==> config.mk <==
export PLATFORM = sky130hd
export DESIGN_NAME = exe_pipeline_controller
export DESIGN_NICKNAME = d
export VERILOG_FILES = /design/src/rtl/exe_pipeline_controller_pkg.sv /design/src/rtl/exe_pipeline_controller_hazard_fwd_detect.sv /design/src/rtl/exe_pipeline_controller.sv
export SDC_FILE = /design/constraint.sdc
export NUM_CORES = 1
export LEC_CHECK = 0
export ABC_AREA = 1
export BUFFER_PORTS_ARGS = -buffer_cell sky130_fd_sc_hd__buf_2
export CAP_MARGIN = 20
export CORE_ASPECT_RATIO = 2
export CORE_MARGIN = 2
export CORE_UTILIZATION = 55
export CTS_BUF_LIST = sky130_fd_sc_hd__clkbuf_16
export CTS_CLUSTER_SIZE = 16
export DETAILED_ROUTE_END_ITERATION = 10
export PLACE_DENSITY = 0.88
export SLEW_MARGIN = 20
export SYNTH_ARGS = -nofsm -noshare
export SYNTH_HDL_FRONTEND = slang
export SYNTH_HIERARCHICAL = 1
export SYNTH_SLANG_ARGS = --single-unit
export TNS_END_PERCENT = 5
==> constraint.sdc <==
create_clock -name clk -period 2.9 [get_ports clk]
set_clock_uncertainty 0.05 [all_clocks]
set_input_delay 0.435 -clock clk [delete_from_list [all_inputs] [get_ports clk]]
set_output_delay 0.435 -clock clk [all_outputs]
set_load 0.01 [all_outputs]
==> src/rtl/exe_pipeline_controller_pkg.sv <==
// Shared types and constants for the execute-stage pipeline controller.
package exe_pipeline_controller_pkg;

  localparam int unsigned REG_W = 4;

  // Register index of the PC; values for it are never forwarded.
  localparam logic [REG_W-1:0] PC_REG = 4'hF;

  typedef enum logic [1:0] {
    RUN      = 2'd0,
    MEM_WAIT = 2'd1,
    MEM_ERR  = 2'd2
  } state_e;

  localparam logic [1:0] FWD_REGFILE = 2'b00;
  localparam logic [1:0] FWD_MEM     = 2'b01;
  localparam logic [1:0] FWD_WB      = 2'b10;

endpackage

==> src/rtl/exe_pipeline_controller_hazard_fwd_detect.sv <==
// Combinational RAW hazard detection and ALU operand forwarding selects.
module hazard_fwd_detect
  import exe_pipeline_controller_pkg::*;
#(
  parameter bit FWD_EN = 1'b1
) (
  input  logic             id_valid,
  input  logic [REG_W-1:0] id_src1,
  input  logic [REG_W-1:0] id_src2,
  input  logic             id_two_src,
  input  logic [REG_W-1:0] exe_dest,
  input  logic             exe_wb_en,
  input  logic             exe_mem_r_en,
  input  logic [REG_W-1:0] mem_dest,
  input  logic             mem_wb_en,
  input  logic [REG_W-1:0] wb_dest,
  input  logic             wb_wb_en,
  output logic             raw_stall,
  output logic [1:0]       fwd_sel1,
  output logic [1:0]       fwd_sel2
);

  logic exe_hit;
  logic mem_hit;

  // MEM result beats WB value; the PC is never a forwarding target.
  function automatic logic [1:0] pick_fwd(input logic [REG_W-1:0] src,
                                          input logic [REG_W-1:0] m_dest,
                                          input logic             m_wb,
                                          input logic [REG_W-1:0] w_dest,
                                          input logic             w_wb);
    logic [1:0] sel;
    sel = FWD_REGFILE;
    if (src != PC_REG) begin
      if (m_wb && (m_dest == src))      sel = FWD_MEM;
      else if (w_wb && (w_dest == src)) sel = FWD_WB;
    end
    return sel;
  endfunction

  // Source-vs-destination compares and stall decision.
  always_comb begin
    exe_hit = id_valid & exe_wb_en &
              ((id_src1 == exe_dest) | (id_two_src & (id_src2 == exe_dest)));
    mem_hit = id_valid & mem_wb_en &
              ((id_src1 == mem_dest) | (id_two_src & (id_src2 == mem_dest)));
    if (FWD_EN) raw_stall = exe_hit & exe_mem_r_en;
    else        raw_stall = exe_hit | mem_hit;
  end

  // Operand source selection; regfile only when forwarding is disabled.
  always_comb begin
    fwd_sel1 = FWD_REGFILE;
    fwd_sel2 = FWD_REGFILE;
    if (FWD_EN) begin
      fwd_sel1 = pick_fwd(id_src1, mem_dest, mem_wb_en, wb_dest, wb_wb_en);
      fwd_sel2 = pick_fwd(id_src2, mem_dest, mem_wb_en, wb_dest, wb_wb_en);
    end
  end

endmodule

==> src/rtl/exe_pipeline_controller.sv <==
// Hazard, flush and freeze sequencer with memory-wait FSM and perf counters.
module exe_pipeline_controller
  import exe_pipeline_controller_pkg::*;
#(
  parameter bit          FWD_EN      = 1'b1,
  parameter int unsigned MEM_TIMEOUT = 15,
  parameter int unsigned CNT_W       = 16
) (
  input  logic             clk,
  input  logic             rst,
  input  logic             id_valid,
  input  logic [REG_W-1:0] id_src1,
  input  logic [REG_W-1:0] id_src2,
  input  logic             id_two_src,
  input  logic [REG_W-1:0] exe_dest,
  input  logic             exe_wb_en,
  input  logic             exe_mem_r_en,
  input  logic             exe_branch_taken,
  input  logic             exe_s,
  input  logic [REG_W-1:0] mem_dest,
  input  logic             mem_wb_en,
  input  logic             mem_req,
  input  logic             mem_ready,
  input  logic [REG_W-1:0] wb_dest,
  input  logic             wb_wb_en,
  output logic             freeze_pc,
  output logic             freeze_if_id,
  output logic             flush_if_id,
  output logic             flush_id_exe,
  output logic             freeze_all,
  output logic             sr_we,
  output logic [1:0]       fwd_sel1,
  output logic [1:0]       fwd_sel2,
  output logic             mem_error,
  output logic [CNT_W-1:0] stall_cnt,
  output logic [CNT_W-1:0] flush_cnt
);

  localparam int unsigned WCNT_W = $clog2(MEM_TIMEOUT + 1) + 1;

  state_e             state_q, state_d;
  logic [WCNT_W-1:0]  wait_cnt_q, wait_cnt_d;
  logic [CNT_W-1:0]   stall_cnt_q, stall_cnt_d;
  logic [CNT_W-1:0]   flush_cnt_q, flush_cnt_d;
  logic               raw_stall;

  hazard_fwd_detect #(.FWD_EN(FWD_EN)) u_detect (
    .id_valid     (id_valid),
    .id_src1      (id_src1),
    .id_src2      (id_src2),
    .id_two_src   (id_two_src),
    .exe_dest     (exe_dest),
    .exe_wb_en    (exe_wb_en),
    .exe_mem_r_en (exe_mem_r_en),
    .mem_dest     (mem_dest),
    .mem_wb_en    (mem_wb_en),
    .wb_dest      (wb_dest),
    .wb_wb_en     (wb_wb_en),
    .raw_stall    (raw_stall),
    .fwd_sel1     (fwd_sel1),
    .fwd_sel2     (fwd_sel2)
  );

  // Priority strobes: memory freeze, then branch flush, then RAW stall.
  // The wait freeze drops in the cycle mem_ready rises so any pending branch
  // or hazard is acted on in that same cycle.
  always_comb begin
    freeze_pc    = 1'b0;
    freeze_if_id = 1'b0;
    flush_if_id  = 1'b0;
    flush_id_exe = 1'b0;
    freeze_all   = ((state_q == RUN) & mem_req & ~mem_ready) |
                   ((state_q == MEM_WAIT) & ~mem_ready) |
                   (state_q == MEM_ERR);
    if (!freeze_all) begin
      if (exe_branch_taken) begin
        flush_if_id  = 1'b1;
        flush_id_exe = 1'b1;
      end else if (raw_stall) begin
        freeze_pc    = 1'b1;
        freeze_if_id = 1'b1;
        flush_id_exe = 1'b1;
      end
    end
    sr_we     = exe_s & ~freeze_all;
    mem_error = (state_q == MEM_ERR);
    stall_cnt = stall_cnt_q;
    flush_cnt = flush_cnt_q;
  end

  // Memory-wait FSM next state and saturating counter updates.
  always_comb begin
    state_d     = state_q;
    wait_cnt_d  = wait_cnt_q;
    stall_cnt_d = stall_cnt_q;
    flush_cnt_d = flush_cnt_q;
    unique case (state_q)
      RUN: begin
        if (mem_req && !mem_ready) begin
          state_d    = MEM_WAIT;
          wait_cnt_d = WCNT_W'(1);
        end
      end
      MEM_WAIT: begin
        if (mem_ready) begin
          state_d    = RUN;
          wait_cnt_d = '0;
        end else if (wait_cnt_q == WCNT_W'(MEM_TIMEOUT)) begin
          state_d = MEM_ERR;
        end else begin
          wait_cnt_d = wait_cnt_q + WCNT_W'(1);
        end
      end
      MEM_ERR: state_d = MEM_ERR;
      default: state_d = RUN;
    endcase
    if ((freeze_pc || freeze_all) && (stall_cnt_q != '1))
      stall_cnt_d = stall_cnt_q + CNT_W'(1);
    if (flush_if_id && (flush_cnt_q != '1))
      flush_cnt_d = flush_cnt_q + CNT_W'(1);
  end

  // State and counter registers with synchronous reset.
  always_ff @(posedge clk) begin
    if (rst) begin
      state_q     <= RUN;
      wait_cnt_q  <= '0;
      stall_cnt_q <= '0;
      flush_cnt_q <= '0;
    end else begin
      state_q     <= state_d;
      wait_cnt_q  <= wait_cnt_d;
      stall_cnt_q <= stall_cnt_d;
      flush_cnt_q <= flush_cnt_d;
    end
  end

endmodule

==> flow_metrics.py, run 1 <==
metrics = {
    "outcome": {
        "outcome": "finished, final reports clean",
    },
    "critical_path": {
        "cp.arrival_ns": 2.23,
        "worstReg2RegStart": "stall_cnt[0]$_SDFFE_PP0P_",
        "cp_common_cell": "nand2_1",
        "endpoint_kind": "flop",
        "crit_type": "input pin to flop",
        "max_stage_delay_ns": 0.33,
        "rr_worst_depth": 8,
        "worstSetupStartpointType": "input pin",
        "r2r_end": "stall_cnt[14]$_SDFFE_PP0P_",
        "path_max_fanout": 14,
        "worstPathCellList": "buf_2 -> inv_1 -> nand2_1 -> nand2_1 -> nor2_1 -> nand3_1 -> a21oi_1 -> nand2_1 -> nand2_1 -> nand2_4 -> inv_1 -> nand2_1 -> a21oi_2",
        "worst-r2r-setup-slack_ns": 1.13,
        "cp.required_ns": 3.06,
        "cp_slowest_cell": "nand2_1",
    },
    "finish": {
        "final_common_cell": "nand2_1",
        "layout-drive-gt1-share_pct": 22.0,
        "fin_util_pct": 68.4,
        "fin_nets": 567,
        "diodes": 0,
        "layout_common_cells": "nand2_1, nor2_1, buf_2",
        "layoutNonFillerInstCount": 589,
        "syn_to_final_growth_pct": 19.8,
    },
    "timing": {
        "setup_viol": 0,
        "tightest_slew_ns": 0.621,
        "period_share_pct": 71.2,
        "max_freq_ghz": 0.484,
        "timing_hold_violations_final": 0,
        "layout_min_cycle_time_ns": 2.07,
        "fin_setup_tns_ns": 0,
        "rsz0062_at_grt": "no",
        "slew_viol_final": 0,
        "slew-limit-headroom_pct": 58.3,
    },
    "synthesis": {
        "netlist_area_um2": 2800,
        "ys_async_sr_fraction_pct": 0,
        "synth.distinct_cells": 32,
        "syn_area_per_cell_um2": 6.12,
        "yosys.area.top_type_share_pct": 27.9,
        "synth_edf_count": 0,
        "yosysTopAreaCell": "dfxtp_1",
        "ys_seq_area_share_pct": 27.9,
        "syn-num-nets": 494,
        "synth_seq_cells": 39,
        "postSynthCellCount": 458,
        "synth.area.top_cells": "dfxtp_1, nand2_1, nor2_1, inv_1, nand3_1",
        "synth_warnings": 6,
        "synth-main-ff-cell": "dfxtp_1",
    },
    "flow_run": {
        "drv_cap": 0,
    },
    "power_and_ir_drop": {
        "p_leak_nw": 1.63,
        "ir_drop_mv": 0.387,
        "power_density_nw_per_um2": 433,
    },
    "clocking": {
        "htreeDepth": 2,
        "hold_buffers": 0,
        "clock_latency_ns": 0.28,
        "post_cts_resize_count": 0,
        "clkTransAtPathRegs_ns": 0.06,
        "cts_root_buf": "clkbuf_16",
        "cts-buffers-inserted": 5,
        "post-cts-setup-buffers": 0,
        "cts_tree": "yes",
        "clock-sinks": 39,
        "clockBufferDepth": 2,
    },
    "floorplanning": {
        "ioPinCount": 75,
        "dieArea_um2": 5720,
        "die_w_um": 54.5,
        "die_h_um": 105,
        "rows": 36,
        "coreArea_um2": 4910,
        "floorplan.initialDensity_pct": 57.1,
    },
    "grt": {
        "overflow": 0,
        "grt_usage_pct": 30.0,
        "grt_start_max_net_pins": 28,
        "grt_pass1_vias": 3095,
        "grt_pass1_wl_mm": 12.8,
        "grt_antenna_before_repair": 0,
    },
    "route": {
        "dr.pass1.iters": 6,
        "first_iter_violations": 99,
        "wire_per_inst_um": 13.5,
        "drc": 0,
        "finalWirelength_mm": 7.94,
        "antenna_left": 0,
        "viasPerCell": 5.43,
        "via_count": 3201,
    },
    "min_path": {
        "whs_endpoint": "wait_cnt_q[1]$_SDFFE_PP0P_",
        "worstHoldPathCells": 2,
        "hp-start": "wait_cnt_q[1]$_SDFFE_PP0P_",
        "hold_class": "flop to flop",
    },
    "placed_design": {
        "dp_hpwl_mm": 6.17,
        "finalWeightedCongestion": 0.974,
        "port_buffers": 74,
        "placed_cells": 581,
    },
}
-- cell usage after synthesis, types with 2 or more instances --
master,instances
nor2_4,3
nand3_1,26
buf_4,2
inv_2,4
ha_1,4
a21oi_1,23
nand3_2,4
dfxtp_1,39
nor2_2,3
nor2_1,87
nand4_1,9
o22ai_1,2
nand2_1,135
a21oi_2,5
buf_8,2
nand2_2,8
nor3_2,2
inv_1,50
xnor2_1,6
xor2_1,4
nor2_8,2
nor3_1,5
buf_6,2
o21ai_0,17
o21ai_1,4
nand2_4,4
-- worst max path at each step --
stage,slack (ns),cells after the start,startpoint,end
after detailed placement,0.58,13,id_src2[1],stall_cnt[14]$_SDFFE_PP0P_
final,0.83,13,id_src2[1],stall_cnt[14]$_SDFFE_PP0P_
after floorplan,1.08,9,id_src1[1],freeze_pc
after global placement,0.68,13,id_src2[1],stall_cnt[11]$_SDFFE_PP0P_
after CTS,0.83,10,id_src2[1],freeze_pc
after global routing,0.60,13,id_src2[1],stall_cnt[14]$_SDFFE_PP0P_
-- per-stage QoR --
| stage | hold slack (ns) | instance area [um^2] | setup WS, ns | power [mW] |
|---|---|---|---|---|
| after floorplan | 0.412 | 2800 | 1.08 | 0.697 |
| after global placement | 0.431 | 3170 | 0.675 | 0.755 |
| after detailed placement | 0.444 | 3170 | 0.578 | 0.759 |
| after CTS | 0.456 | 3360 | 0.833 | 1.46 |
| after global routing | 0.483 | 3360 | 0.602 | 1.50 |
| final | 0.460 | 3360 | 0.834 | 1.45 |
-- metal layers --
metal  track usage (%)  up-vias  routed length, um
met5                 0        -                  0
met4              19.8        0                496
met3              4.57       41                431
met2              57.0      139               4450
met1              25.4     1431               2560
li1                  -     1590                  -
-- layout make-up --
cell class	count	area, um^2
Timing Repair Buffer	74	370
Fill cell	459	1550
Tap cell	57	71.3
Inverter	55	206
Clock inverter	3	63.8
Clock buffer	5	125
Sequential cell	39	781
Multi-Input combinational cell	356	1740
-- critical path, delay by kind of cell --
family | cells | cell delay, ns
simple gates | 8 | 1.09
buf+inv | 3 | 0.40
compound gates | 2 | 0.31
-- flip-flops by register name (all words and copies together) (netlist names) --
signal,cells
state_q,2
flush_cnt,16
stall_cnt,16
wait_cnt_q,5
-- cell families after synthesis --
| kind of cell | Yosys count | synth area share [%] |
|---|---|---|
| AND/OR/NAND/NOR | 290 | 47.0 |
| buffers and inverters | 63 | 10.1 |
| AO/OA/AOI/OAI | 52 | 10.1 |
| flip-flops | 39 | 27.9 |
| XOR/XNOR | 10 | 3.12 |
| adder cells (fa/ha/maj) | 4 | 1.79 |
-- report_power, final --
part           leakage (nW)  internal (mW)  switching [mW]
Clock                0.0952          0.490           0.214
Combinational          1.22         0.0661           0.127
Sequential            0.316          0.546          0.0119
Total                  1.63           1.10           0.352
Note: power is estimated with default switching activity, not from simulation.
==> inputs of run 2 (changes only) <==
--- a/config.mk
+++ b/config.mk
@@ -5,16 +5,16 @@
 export SDC_FILE = /design/constraint.sdc
 export NUM_CORES = 1
 export LEC_CHECK = 0
-export ABC_AREA = 1
+export ABC_AREA = 0
 export BUFFER_PORTS_ARGS = -buffer_cell sky130_fd_sc_hd__buf_2
 export CAP_MARGIN = 20
 export CORE_ASPECT_RATIO = 2
 export CORE_MARGIN = 2
-export CORE_UTILIZATION = 55
+export CORE_UTILIZATION = 51
 export CTS_BUF_LIST = sky130_fd_sc_hd__clkbuf_16
 export CTS_CLUSTER_SIZE = 16
 export DETAILED_ROUTE_END_ITERATION = 10
-export PLACE_DENSITY = 0.88
+export PLACE_DENSITY = 0.85
 export SLEW_MARGIN = 20
 export SYNTH_ARGS = -nofsm -noshare
 export SYNTH_HDL_FRONTEND = slang
==> constraint.sdc (replaced) <==
create_clock -name clk -period 2 [get_ports clk]
set_clock_uncertainty 0.05 [all_clocks]
set_input_delay 0.3 -clock clk [delete_from_list [all_inputs] [get_ports clk]]
set_output_delay 0.3 -clock clk [all_outputs]
set_load 0.01 [all_outputs]
==> flow_metrics.py, run 2 <==
metrics = {
    "outcome": {
        "outcome": "finished, violations left",
        "failed_checks": "negative setup slack",
    },
    "power_and_ir_drop": {
        "seqPwrFrac_pct": 38.1,
        "switching_share_pct": 22.2,
        "ir_drop_mv": 0.701,
        "power_density_nw_per_um2": 619,
        "internal_power_mw": 1.63,
        "p_leak_nw": 1.45,
        "p_total_mw": 2.10,
        "p_sw_uw": 465,
        "power_frac_comb_pct": 13.5,
        "clockPowerShare_pct": 48.4,
    },
    "placed_design": {
        "dp_slack_ns": -0.314,
        "dpl-instance-area_um2": 3050,
        "port_buffers": 74,
        "dp_hpwl_mm": 5.30,
        "finalWeightedCongestion": 0.875,
        "placed_cells": 448,
    },
    "synthesis": {
        "netlist_area_um2": 2380,
        "synth_seq_cells": 39,
        "synth_edf_count": 0,
        "synth-simple-area-share_pct": 29.7,
        "synth-main-ff-cell": "dfxtp_1",
        "synth_xor_area_share_pct": 12.2,
        "syn-num-nets": 332,
        "yosysMostFrequentCell": "dfxtp_1",
        "yosysTopAreaCell": "dfxtp_1",
        "yosys.area.top_type_share_pct": 32.9,
        "syn_area_per_cell_um2": 8.03,
        "synth_common_cells": "dfxtp_1, nor2_1, nand3_1",
        "synth.area.top_cells": "dfxtp_1, xor2_1, xnor2_1, nand3_1, nor2_1",
        "synth_compound_area_share_pct": 16.2,
        "synth.area.mux_share_pct": 2.16,
        "synth.distinct_cells": 45,
        "synthAdderAreaFrac_pct": 2.11,
        "ys_async_sr_fraction_pct": 0,
        "postSynthCellCount": 296,
        "synth_top_family_by_area": "simple AND/OR/NAND/NOR gates",
        "synth_warnings": 6,
        "ys_seq_area_share_pct": 32.9,
    },
    "grt": {
        "grt_antenna_before_repair": 0,
        "overflow": 0,
        "grt_pass1_wl_mm": 11.3,
        "grt_usage_pct": 28.1,
        "grt_pass1_vias": 2629,
        "grt_start_max_net_pins": 39,
    },
    "timing": {
        "max_freq_ghz": 0.465,
        "fin_hold_ws_ns": 0.311,
        "tightest_slew_ns": 0.616,
        "period_share_pct": 108,
        "setup_viol": 5,
        "finalWorstSetupSlack_ns": -0.153,
        "slew-limit-headroom_pct": 58.6,
        "fin_setup_tns_ns": -0.410,
        "layout_min_cycle_time_ns": 2.15,
        "timing_hold_violations_final": 0,
        "slew_viol_final": 0,
        "rsz0062_at_grt": "yes",
    },
    "finish": {
        "fin_area_um2": 3380,
        "syn_to_final_growth_pct": 42.4,
        "fin_util_pct": 74.3,
        "layout.area.seq_um2": 781,
        "diodes": 0,
        "layout_common_cells": "buf_2, buf_4, dfxtp_1",
        "fin_nets": 442,
        "layout-drive-gt1-share_pct": 35.1,
        "multi_input_area_um2": 1590,
        "nFillCells": 329,
        "final_common_cell": "buf_2",
        "layoutNonFillerInstCount": 462,
    },
    "critical_path": {
        "cp.required_ns": 2.16,
        "endpoint_kind": "flop",
        "worstSetupStartpointType": "input pin",
        "crit_type": "input pin to flop",
        "path_max_fanout": 6,
        "cp.arrival_ns": 2.31,
    },
    "clocking": {
        "hold_buffers": 0,
        "cts_root_buf": "clkbuf_16",
        "cts_tree": "yes",
        "cts-buffers-inserted": 5,
        "clock-sinks": 39,
        "htreeDepth": 2,
        "clkTransAtPathRegs_ns": 0.06,
        "clock_latency_ns": 0.28,
        "clockBufferDepth": 2,
    },
    "floorplanning": {
        "die_w_um": 52.3,
        "die_h_um": 101,
        "dieArea_um2": 5250,
        "ioPinCount": 75,
        "coreArea_um2": 4550,
        "rows": 35,
        "floorplan.initialDensity_pct": 52.2,
    },
    "route": {
        "dr.pass1.iters": 4,
        "first_iter_violations": 74,
        "antenna_left": 0,
        "wire_per_inst_um": 16.6,
        "drc": 0,
        "via_count": 2753,
        "finalWirelength_mm": 7.66,
        "viasPerCell": 5.96,
    },
    "flow_run": {
        "drv_cap": 0,
    },
    "min_path": {
        "hold_class": "input pin to flop",
    },
}
==> run 2: worst paths after layout <==
path / start / end / slack (ns) / cells past startpoint
worst min register to register: wait_cnt_q[1]$_SDFFE_PP0P_ / wait_cnt_q[1]$_SDFFE_PP0P_ / 0.45 / 2
worst max register to register: state_q[1]$_SDFFE_PP0P_ / stall_cnt[10]$_SDFFE_PP0P_ / 0.06 / 6
worst min-delay path: rst / flush_cnt[2]$_SDFFE_PP0P_ / 0.31 / 3
worst max-delay path: exe_dest[3] / stall_cnt[10]$_SDFFE_PP0P_ / -0.15 / 11
==> run 2: power groups by stage <==
stage | logic, mW | registers, mW | clock network [mW]
3_5_place_dp | 0.254 | 0.816 | 0
6_report | 0.283 | 0.799 | 1.01
3_3_place_gp | 0.246 | 0.815 | 0
4_1_cts | 0.260 | 0.799 | 1.02
5_1_grt | 0.304 | 0.800 | 1.05
2_1_floorplan | 0.134 | 0.822 | 0
==> run 2: cells by family after synthesis <==
| family | Yosys count |
|---|---|
| simple gates | 131 |
| fa+ha+maj | 4 |
| xor+xnor | 33 |
| buf+inv | 25 |
| compound gates | 59 |
| mux | 5 |
| flops | 39 |
==> run 2: final cells by class <==
class | instances | share of cell area [%]
multi-input cells | 233 | 47.1
flip-flops and latches | 39 | 23.1
repair buffers | 116 | 21.0
clock buffers | 5 | 3.70
well taps | 55 | 2.03
clock inverters | 3 | 1.89
inverters | 11 | 1.22
==> run 2: repair_timing <==
item | in CTS | in global routing
pin swaps | 4 | 9
setup buffers | 0 | 5
endpoints found under the setup margin | 11 | 21
resized for setup | 5 | 20
cloned | 0 | 1
==> run 2: critical path, cell delays in order <==
cell	delay, ns
buf_8	0.10
xor2_1	0.15
nor4_1	0.27
nand3_1	0.17
o31ai_4	0.09
nand2b_1	0.15
o311ai_4	0.14
buf_6	0.16
nand4_1	0.20
or3_1	0.41
a21oi_1	0.16
==> run 2: metal layers <==
layer	up-vias	GRT usage (%)	wire (um)	share of wire [%]
li1	1300	-	-	-
met1	1319	24.1	2620	34
met2	116	57.6	4360	57
met3	18	5.19	448	5.9
met4	0	11.8	235	3.1
met5	-	0	0	0
==> inputs of run 3 (changes only) <==
--- a/config.mk
+++ b/config.mk
@@ -6,10 +6,9 @@
 export NUM_CORES = 1
 export LEC_CHECK = 0
 export ABC_AREA = 0
-export BUFFER_PORTS_ARGS = -buffer_cell sky130_fd_sc_hd__buf_2
+export BUFFER_PORTS_ARGS = -buffer_cell sky130_fd_sc_hd__clkbuf_2
 export CAP_MARGIN = 20
 export CORE_ASPECT_RATIO = 2
-export CORE_MARGIN = 2
 export CORE_UTILIZATION = 51
 export CTS_BUF_LIST = sky130_fd_sc_hd__clkbuf_16
 export CTS_CLUSTER_SIZE = 16
==> flow_metrics.py, run 3 (synthesized netlist as in run 2, its figures left out) <==
metrics = {
    "outcome": {
        "outcome": "finished, final reports clean",
    },
    "critical_path": {
        "cp.required_ns": 1.65,
        "worst-path-buf-inv": 3,
        "worst_path_dominant_cell_family": "simple AND/OR/NAND/NOR gates",
        "cp.depth": 7,
        "critPathLaunch": "id_src2[3]",
        "worstSetupStartpointType": "input pin",
        "crit_type": "input pin to output port",
        "worstPathCellList": "clkbuf_2 -> buf_4 -> nor2b_1 -> a221o_1 -> or3_4 -> a41oi_1 -> buf_2",
        "path_max_fanout": 5,
        "rr_worst_depth": 9,
        "cp.arrival_ns": 1.62,
        "endpoint_kind": "output port",
        "max_stage_delay_ns": 0.34,
        "r2r_end": "wait_cnt_q[2]$_SDFFE_PP0P_",
        "worst-r2r-setup-slack_ns": 0.08,
        "worstReg2RegStart": "wait_cnt_q[0]$_SDFFE_PP0P_",
        "endpoint": "fwd_sel2[0]",
        "cp_slowest_cell": "or3_4",
    },
    "min_path": {
        "hold_class": "input pin to flop",
    },
    "timing": {
        "slew_viol_final": 0,
        "slew-limit-headroom_pct": 71.4,
        "tightest_slew_ns": 0.428,
        "layout_min_cycle_time_ns": 1.97,
        "rsz0062_at_grt": "yes",
        "max_freq_ghz": 0.507,
        "timing_hold_violations_final": 0,
        "fin_hold_ws_ns": 0.327,
        "period_share_pct": 98.5,
        "setup_viol": 0,
    },
    "clocking": {
        "cts-buffers-inserted": 5,
        "cts_root_buf": "clkbuf_16",
        "clock-sinks": 39,
        "clock_latency_ns": 0.29,
        "clkTransAtPathRegs_ns": 0.06,
        "clockBufferDepth": 2,
        "cts_tree": "yes",
        "htreeDepth": 2,
    },
    "route": {
        "viasPerCell": 5.96,
        "finalWirelength_mm": 7.11,
        "first_iter_violations": 69,
        "dr.pass1.iters": 4,
        "via_count": 2704,
        "antenna_left": 0,
        "wire_per_inst_um": 15.7,
        "drc": 0,
    },
    "placed_design": {
        "finalWeightedCongestion": 0.836,
        "port_buffers": 74,
        "dp_hpwl_mm": 5.13,
    },
    "flow_run": {
        "drv_cap": 0,
    },
    "grt": {
        "overflow": 0,
        "grt_antenna_before_repair": 0,
        "grt_usage_pct": 29.2,
        "grt_start_max_net_pins": 22,
        "grt_pass1_wl_mm": 11.1,
        "grt_pass1_vias": 2618,
    },
    "floorplanning": {
        "die_w_um": 50.3,
        "coreArea_um2": 4420,
        "die_h_um": 98.5,
        "ioPinCount": 75,
        "floorplan.initialDensity_pct": 53.7,
        "rows": 34,
        "dieArea_um2": 4950,
    },
    "power_and_ir_drop": {
        "p_total_mw": 1.83,
        "p_leak_nw": 1.36,
        "ir_drop_mv": 0.579,
        "power_density_nw_per_um2": 562,
    },
    "finish": {
        "syn_to_final_growth_pct": 36.8,
        "diodes": 0,
        "nFillCells": 353,
        "fin_util_pct": 73.4,
        "layout_common_cells": "clkbuf_2, dfxtp_1, buf_4",
        "final_common_cell": "clkbuf_2",
        "fin_nets": 435,
        "layout-drive-gt1-share_pct": 34.0,
    },
}
-- run 3: report_power, final --
part / switching (mW) / internal [mW]
Sequential: 0.0114 / 0.789
Combinational: 0.142 / 0.120
Clock: 0.314 / 0.451
-- run 3: layer usage --
| metal | track usage [%] | wire (um) | vias to the layer above |
|---|---|---|---|
| met5 | 0 | 0 | - |
| met4 | 16.3 | 259 | 0 |
| met3 | 4.63 | 349 | 27 |
| met2 | 58.1 | 4100 | 119 |
| met1 | 25.6 | 2400 | 1270 |
| li1 | - | - | 1288 |
-- run 3: worst min path at each step --
stage	slack, ns	from	endpoint	depth (start not counted)
after global placement	0.43	wait_cnt_q[1]$_SDFFE_PP0P_	wait_cnt_q[1]$_SDFFE_PP0P_	2
after floorplan	0.34	rst	wait_cnt_q[4]$_SDFFE_PP0P_	1
final	0.33	mem_req	state_q[0]$_SDFFE_PP0P_	3
after global routing	0.36	mem_req	state_q[0]$_SDFFE_PP0P_	3
after detailed placement	0.44	wait_cnt_q[1]$_SDFFE_PP0P_	wait_cnt_q[1]$_SDFFE_PP0P_	2
after CTS	0.32	mem_req	state_q[0]$_SDFFE_PP0P_	3
-- run 3: cell type report --
cell class              count  area, um^2  area share, %
flip-flops and latches     39         782           24.1
well taps                  54        67.6           2.08
inverters                  11        41.3           1.27
repair buffers            109         633           19.5
clock inverters             3        12.5          0.385
clock buffers               5         125           3.85
multi-input cells         233        1590           48.9
-- run 3: through the flow --
stage	TNS (ns)	setup slack [ns]	cells	cell area [um^2]
after floorplan	0	0.0106	296	2430
after global placement	-2.13	-0.236	444	3030
after detailed placement	-2.74	-0.297	444	3030
after CTS	-0.0541	-0.0166	452	3180
after global routing	-0.504	-0.0948	454	3250
final	0	0.0295	454	3250
-- run 3: worst reg2reg max path: cells and delay by family, from the launching register on --
family	cells	cell delay, ns
AOI/OAI and AO/OA	1	0.11
xor gates and xnor gates	1	0.15
adders and majority gates	2	0.43
buffers and inverters	1	0.17
DFF	1	0.33
and+or+nand+nor	4	0.53
-- run 3: timing repair --
action | 4_1_cts | 5_1_grt
hold buffers | 0 | 0
endpoints found under the setup margin | 5 | 26
setup buffers | 0 | 1
pin swaps | 1 | 4
resized for setup | 2 | 17
gates cloned | 0 | 1
